File: src/rtl/bcd_to_binary.sv
// -----------------------------------------------------------------------------
// bcd_to_binary
//
// Sequential packed-BCD to binary converter. A DIGITS-wide packed BCD word is
// captured on an accepted start strobe and folded MSD-first into a binary
// accumulator, one multiply-by-10-and-add per clock. Completion is reported
// with a one-cycle done pulse; any nibble above 9 forces the result to zero
// and raises the error flag.
//
// State table:
//   state   | meaning
//   --------+--------------------------------------------------------------
//   IDLE    | waiting for in_start; outputs hold the last result
//   CONVERT | one digit consumed per clock, DIGITS clocks total
//
// Ports:
//   in_clk           : clock, all state changes on the rising edge
//   in_rst_n         : synchronous active-low reset
//   in_start         : conversion request, only sampled in IDLE
//   in_bcd_value     : packed BCD input, MSD in the top nibble
//   out_binary_value : result of the last completed conversion
//   out_busy         : high while a conversion is in progress
//   out_done         : one-cycle completion pulse
//   out_error        : last conversion contained a nibble above 9
// -----------------------------------------------------------------------------
module bcd_to_binary #(
    parameter int DIGITS    = 4,
    parameter int BIN_WIDTH = 16
) (
    input  logic                   in_clk,
    input  logic                   in_rst_n,
    input  logic                   in_start,
    input  logic [4*DIGITS-1:0]    in_bcd_value,
    output logic [BIN_WIDTH-1:0]   out_binary_value,
    output logic                   out_busy,
    output logic                   out_done,
    output logic                   out_error
);

    localparam int CNT_W = (DIGITS > 1) ? $clog2(DIGITS) : 1;
    localparam logic [CNT_W-1:0] CNT_LOAD = CNT_W'(DIGITS - 1);

    typedef enum logic {
        IDLE    = 1'b0,
        CONVERT = 1'b1
    } state_t;

    state_t                 state;
    logic [4*DIGITS-1:0]    shift_reg;
    logic [BIN_WIDTH-1:0]   acc;
    logic [CNT_W-1:0]       digit_cnt;
    logic                   err_sticky;

    logic [3:0]             digit;
    logic [BIN_WIDTH-1:0]   acc_next;
    logic                   err_next;

    // acc*10 as shift-and-add; invalid-digit arithmetic is discarded later.
    always_comb begin
        digit    = shift_reg[4*DIGITS-1 -: 4];
        acc_next = (acc << 3) + (acc << 1) + BIN_WIDTH'(digit);
        err_next = err_sticky | (digit > 4'd9);
    end

    // digit_cnt counts down the digits still to be consumed after the current
    // one; reaching zero marks the last digit.
    always_ff @(posedge in_clk) begin
        if (!in_rst_n) begin
            state            <= IDLE;
            shift_reg        <= '0;
            acc              <= '0;
            digit_cnt        <= '0;
            err_sticky       <= 1'b0;
            out_binary_value <= '0;
            out_busy         <= 1'b0;
            out_done         <= 1'b0;
            out_error        <= 1'b0;
        end else begin
            out_done <= 1'b0;
            case (state)
                IDLE: begin
                    if (in_start) begin
                        shift_reg  <= in_bcd_value;
                        acc        <= '0;
                        digit_cnt  <= CNT_LOAD;
                        err_sticky <= 1'b0;
                        out_error  <= 1'b0;
                        out_busy   <= 1'b1;
                        state      <= CONVERT;
                    end
                end
                CONVERT: begin
                    acc        <= acc_next;
                    shift_reg  <= shift_reg << 4;
                    err_sticky <= err_next;
                    if (digit_cnt == '0) begin
                        out_binary_value <= err_next ? '0 : acc_next;
                        out_error        <= err_next;
                        out_done         <= 1'b1;
                        out_busy         <= 1'b0;
                        state            <= IDLE;
                    end else begin
                        digit_cnt <= digit_cnt - 1'b1;
                    end
                end
                default: state <= IDLE;
            endcase
        end
    end

endmodule

File: config.mk
export PLATFORM = sky130hd
export DESIGN_NAME = bcd_to_binary
export DESIGN_NICKNAME = d
export VERILOG_FILES = /design/src/rtl/bcd_to_binary.sv
export SDC_FILE = /design/constraint.sdc
export NUM_CORES = 1
export LEC_CHECK = 0
export BUFFER_PORTS_ARGS = -buffer_cell sky130_fd_sc_hd__buf_4
export CORE_AREA = 2 2 77 116
export CTS_CLUSTER_DIAMETER = 50
export CTS_CLUSTER_SIZE = 16
export DETAILED_ROUTE_END_ITERATION = 8
export DIE_AREA = 0 0 79 118
export PLACE_DENSITY = 0.64
export SLEW_MARGIN = 20
export SYNTH_ARGS = -nofsm -noshare
export SYNTH_HDL_FRONTEND = slang
export SYNTH_SLANG_ARGS = --single-unit
File: constraint.sdc
create_clock -name in_clk -period 4.3 [get_ports in_clk]
set_input_delay 0.215 -clock in_clk [delete_from_list [all_inputs] [get_ports in_clk]]
set_output_delay 0.215 -clock in_clk [all_outputs]
set_load 0.005 [all_outputs]
Word-level counts from Yosys, hierarchy flattened
Cells that the tools add are included.
{"block": "word_totals", "ff_bits": 54, "inputBits": 19, "out_inout_bits": 19, "elab_cells": 42}
{"block": "op_classes", "n_addsub": 3, "n_lt_le_gt_ge": 1, "eq_ne": 3, "n_mux": 19, "n_bitwise": 2, "reduce_logical": 5}
{"operator": "16-bit 2-to-1 mux", "n": 2}
{"operator": "16-bit one-hot mux with 2 select lines", "n": 1}
{"operator": "15-bit one-hot mux with 2 select lines", "n": 1}
{"operator": "16-bit adder", "n": 1}
{"operator": "16-bit by 4-bit adder with 16-bit output", "n": 1}
{"operator": "15-bit 2-to-1 mux", "n": 1}
{"operator": "1-bit one-hot mux with 2 select lines", "n": 4}
{"operator": "2-bit AND reduction", "n": 4}
{"operator": "1-bit 2-to-1 mux", "n": 7}
{"operator": "4-bit > comparator, second input constant", "n": 1}
{"operator": "2-bit 2-to-1 mux", "n": 2}
{"operator": "2-bit != test, second input constant", "n": 2}
{"operator": "2-bit one-hot mux with 2 select lines", "n": 1}
{"operator": "2-bit zero test", "n": 1}
{"operator": "2-bit by 1-bit != test with 1-bit output, second input constant", "n": 1}
{"operator": "2-bit by 1-bit subtractor with 2-bit output, second input constant", "n": 1}
{"operator": "1-bit NOT", "n": 1}
{"operator": "1-bit bitwise OR", "n": 1}

Depth between registers and ports, before layout
{"block": "logic_depth", "ltp_word": 4, "depth_mapped": 10, "mapped_depth_nobuf": 10}

Least setup slack after synthesis
Ideal clock, no wire load.
{"block": "synth_timing", "path_type": "flip-flop to flip-flop", "start": "register shift_reg[15]", "end": "register out_binary_value[15]", "setup_time_ps": 117, "arrival_time_ps": 2363, "t_required_ps": 4183, "slack_ps": 1819, "stages_incl_launch_ff": 11, "synth_period_minus_slack_ps": 2481, "path_cell_list": "dfxtp_1 > inv_1 > fa_1 > inv_1 > ha_1 > a21oi_1 > nor2_1 > o211ai_2 > nor3_1 > or4_1 > a32o_1"}
{"block": "synth_between", "elab_chain_len": 3, "word_cells_on_any_way": 4}
{"element": "from (decl)", "line_no": "49", "text": "logic [4*DIGITS-1:0] shift_reg;"}
{"element": "from (signal assigned)", "line_no": "83", "text": "shift_reg <= in_bcd_value;"}
{"element": "from (signal assigned)", "line_no": "94", "text": "shift_reg <= shift_reg << 4;"}
{"element": "branches (longest 2 deep; another with 16-bit by 4-bit adder with 16-bit output)"}
{"element": "16-bit 2-to-1 mux *", "line_no": "97", "text": "out_binary_value <= err_next ? '0 : acc_next;"}
{"element": "to (signal assigned)", "line_no": "97"}
{"element": "to (decl)", "line_no": "34", "text": "output logic [BIN_WIDTH-1:0] out_binary_value,"}
Every way passes the cells marked *.
A chain may end at the register's enable or synchronous reset.

Worst setup path after layout
Same ends and word-level chain as after synthesis.

==> metrics.csv <==
stage;metric;value;unit
cts;Hold-fix buffers, CTS;0;
finish;Fillers;879;
cts;TritonCTS Buffers;5;
setup_path;Worst EP arrival;2.85;ns
global_routing;vias in the first global route;2324;
route;# DRC;0;
pwr;combinational power share;0.105;
synth;mapped cell area;2860;µm²
setup_path;top fanout value on the critical path;3;
route;via count;2250;
outcome;result of the run;finished, final reports clean;
cts;CTS tree;yes;
global_routing;layer with the highest usage;met2;
pwr;pwr dens;321;nW/µm²
global_routing;first-pass GRT wire length;10800;µm
finish;fin util;0.407;
sta;RSZ-0062 raised after global routing;no;
cts;Reg clk slew, reported paths;0.07;ns
synth;syn nets;360;
cts;Sinks on Clock Net;54;
synth;Ys Warns;0;
sta;final slew viol count;0;
floorplan;core footprint;8310;µm²
setup_path;CP startpoint kind;flop;
placement;final RePlAce weighted congestion;0.908;
setup_path;Buf/Inv on CP;2;
floorplan;Horiz. Die Dim;79;µm
setup_path;critical path's top delay family;adder cells;
synth;post-synthesis cell type count;37;
route;post-DR vias/cell;5.01;
sta;FMAX;0.376;GHz
finish;Syn-to-layout area delta;18.2;%
cts;latest clock arrival within the worst-skew pair;0.29;ns
global_routing;largest net degree at the start of global routing;48;
global_routing;antenna violations before repair;0;
setup_path;critical path class;flop to flop;
cts;H-tree levels;2;
pwr;Leak;0.00156;µW
synth;#FFs+latches synth;54;
synth;syn_area_per_cell;9.17;µm²
cts;clk buf depth;2;
pwr;Psw;253;µW
cts;clock root buffer;clkbuf_16;
sta;Slew HR;0.600;
route;First DRT Iteration DRCs;73;
global_routing;met3 Usage GRT;0.0291;
floorplan;die height;118;µm
pwr;worst vdd ir;0.258;mV
floorplan;FP Rows;41;
cts;post-CTS sizing;0;
route;drt wl/cell;14.0;µm
finish;final net count;389;
floorplan;Initial Utilization;0.344;
sta;Slew @ Worst Pin;0.600;ns
placement;placed cells;441;
pwr;clock share of power;0.406;
global_routing;Remaining Overflow, GRT;0;
setup_path;crit path cell chain;inv_1 -> fa_1 -> inv_1 -> ha_1 -> a21oi_1 -> nor2_1 -> o211ai_2 -> nor3_1 -> or4_1 -> a32o_1;
min_path;min-delay worst type;input port to flop;
global_routing;met1 global-route usage;0.151;
sta;Hold Slack;0.158;ns
sta;final setup vio count;0;
setup_path;most used cell, CP;inv_1;
finish;antenna fix cells;0;
finish;Layout Cells excl Fill;449;
cts;postcts setup bufs;0;
sta;Tcrit/Tclk final;0.619;
floorplan;I/O Pins;38;
flow_run;Maximum Capacitance Violations;0;
synth;post-synthesis instance total;312;
route;total routed wirelength;6310;µm
floorplan;DIE AREA;9320;µm²
global_routing;GR Layer Usage met2;0.274;
sta;setup TNS;0;ns
route;first-pass detailed-route iteration total;4;
setup_path;CP max stage delay;0.59;ns
synth;Post-synth EDFFs;0;
pwr;register share of total power;0.489;
pwr;Cell Int Power;832;µW
placement;post-DP HPWL;4760;µm
global_routing;total track usage;0.144;
setup_path;slowest cell on the critical path;fa_1;
sta;Worst Skew;0.00588;ns
sta;min cycle time layout;2.66;ns
pwr;switching part of the total;0.233;
sta;Fin. Hold Viols;0;
finish;share of cells above drive strength 1;0.140;
synth;top_reg_cell synth;dfxtp_1;
synth;Async SR Flop Fraction;0;
setup_path;crit end category;flop;
setup_path;CP required;4.49;ns
route;Final ANT Viol Nets;0;
placement;IO Port Bufs;37;
synth;Seq/Total Area, Yosys;0.378;
==> per-stage QoR <==
| step | worst slack [ns] | area [µm²] | power (µW) |
|---|---|---|---|
| 3_5_place_dp | 1.68 | 3210 | 658 |
| 4_1_cts | 1.66 | 3380 | 1100 |
| 3_3_place_gp | 1.74 | 3210 | 654 |
| 6_report | 1.64 | 3380 | 1090 |
| 2_1_floorplan | 1.82 | 2860 | 618 |
| 5_1_grt | 1.46 | 3380 | 1130 |
==> placed cells by master (no fill, tap or decap), drive strengths merged, types with 13 or more instances in the layout <==
| cell | Yosys | final |
|---|---|---|
| dfxtp | 54 | 54 |
| nor2b | 15 | 15 |
| nand2 | 29 | 29 |
| mux2i | 17 | 17 |
| and2 | 16 | 16 |
| nor2 | 13 | 13 |
| o21ai | 22 | 22 |
| a21oi | 17 | 17 |
| ha | 27 | 27 |
| buf | 2 | 38 |
==> final cells by class <==
type / count / area [µm²] / area share
Inverter: 11 / 41.3 / 0.0122
Multi-Input combinational cell: 231 / 1670 / 0.495
Tap cell: 107 / 134 / 0.0396
Sequential cell: 54 / 1080 / 0.320
Timing Repair Buffer: 38 / 285 / 0.0844
Clock buffer: 8 / 166 / 0.0492
==> power by group through the flow <==
stage                     Combinational, µW  Sequential, µW  Clock (µW)
after floorplan                        80.5             537           0
after global placement                  112             542           0
after detailed placement                115             543           0
after CTS                               116             531         453
after global routing                    129             533         468
final                                   114             531         440
==> synthesized netlist by cell type, drive strengths merged (2+ instances only) <==
| master | count | area (µm²) |
|---|---|---|
| dfxtp | 54 | 1080 |
| nand2 | 29 | 109 |
| ha | 27 | 338 |
| o21ai | 22 | 110 |
| a21oi | 17 | 85.1 |
| mux2i | 17 | 170 |
| and2 | 16 | 100 |
| nor2b | 15 | 93.8 |
| clkbuf | 14 | 52.6 |
| nor2 | 13 | 48.8 |
| a22o | 11 | 96.3 |
| inv | 11 | 41.3 |
| xnor2 | 11 | 96.3 |
| nor3b | 7 | 52.6 |
| a32o | 5 | 50.1 |
| nor3 | 4 | 20.0 |
| o21a | 4 | 30.0 |
| a21boi | 3 | 22.5 |
| a21o | 3 | 22.5 |
| and3 | 3 | 18.8 |
| nand3 | 3 | 15.0 |
| o211a | 3 | 30.0 |
| a31oi | 2 | 12.5 |
| buf | 2 | 12.5 |
| fa | 2 | 40.0 |
| nand2b | 2 | 12.5 |
| nand4 | 2 | 12.5 |
| xor2 | 2 | 17.5 |
==> cell families (layout without fill, tap and decap cells) <==
family	after synthesis	count (layout)	share of synthesized area
AOI/OAI and AO/OA	76	76	0.179
xor gates and xnor gates	13	13	0.0398
adders and majority gates	29	29	0.132
buffers and inverters	27	57	0.0372
DFF	54	54	0.378
muxes	17	17	0.0595
and+or+nand+nor	96	96	0.174
==> per-layer routing <==
layer | up-vias | part of all wire
li1 | 1161 | -
met1 | 1054 | 0.40
met2 | 26 | 0.55
met3 | 9 | 0.030
met4 | 0 | 0.019
met5 | - | 0
==> tightest hold or removal path, cell delays in order <==
cell and delay [ns]:
buf_4 0.08, mux2i_1 0.05, nor2_1 0.07
==> final timing paths <==
| path | end | depth (start not counted) | from | slack [ns] |
|---|---|---|---|---|
| hold / removal | shift_reg[2] | 3 | in_bcd_value[2] | 0.16 |
| setup / recovery | out_binary_value[15] | 10 | shift_reg[15] | 1.64 |
| hold reg to reg | out_binary_value[14] | 2 | out_binary_value[14] | 0.46 |
| setup reg to reg | out_binary_value[15] | 10 | shift_reg[15] | 1.64 |
(Power assumes the default switching activity.)
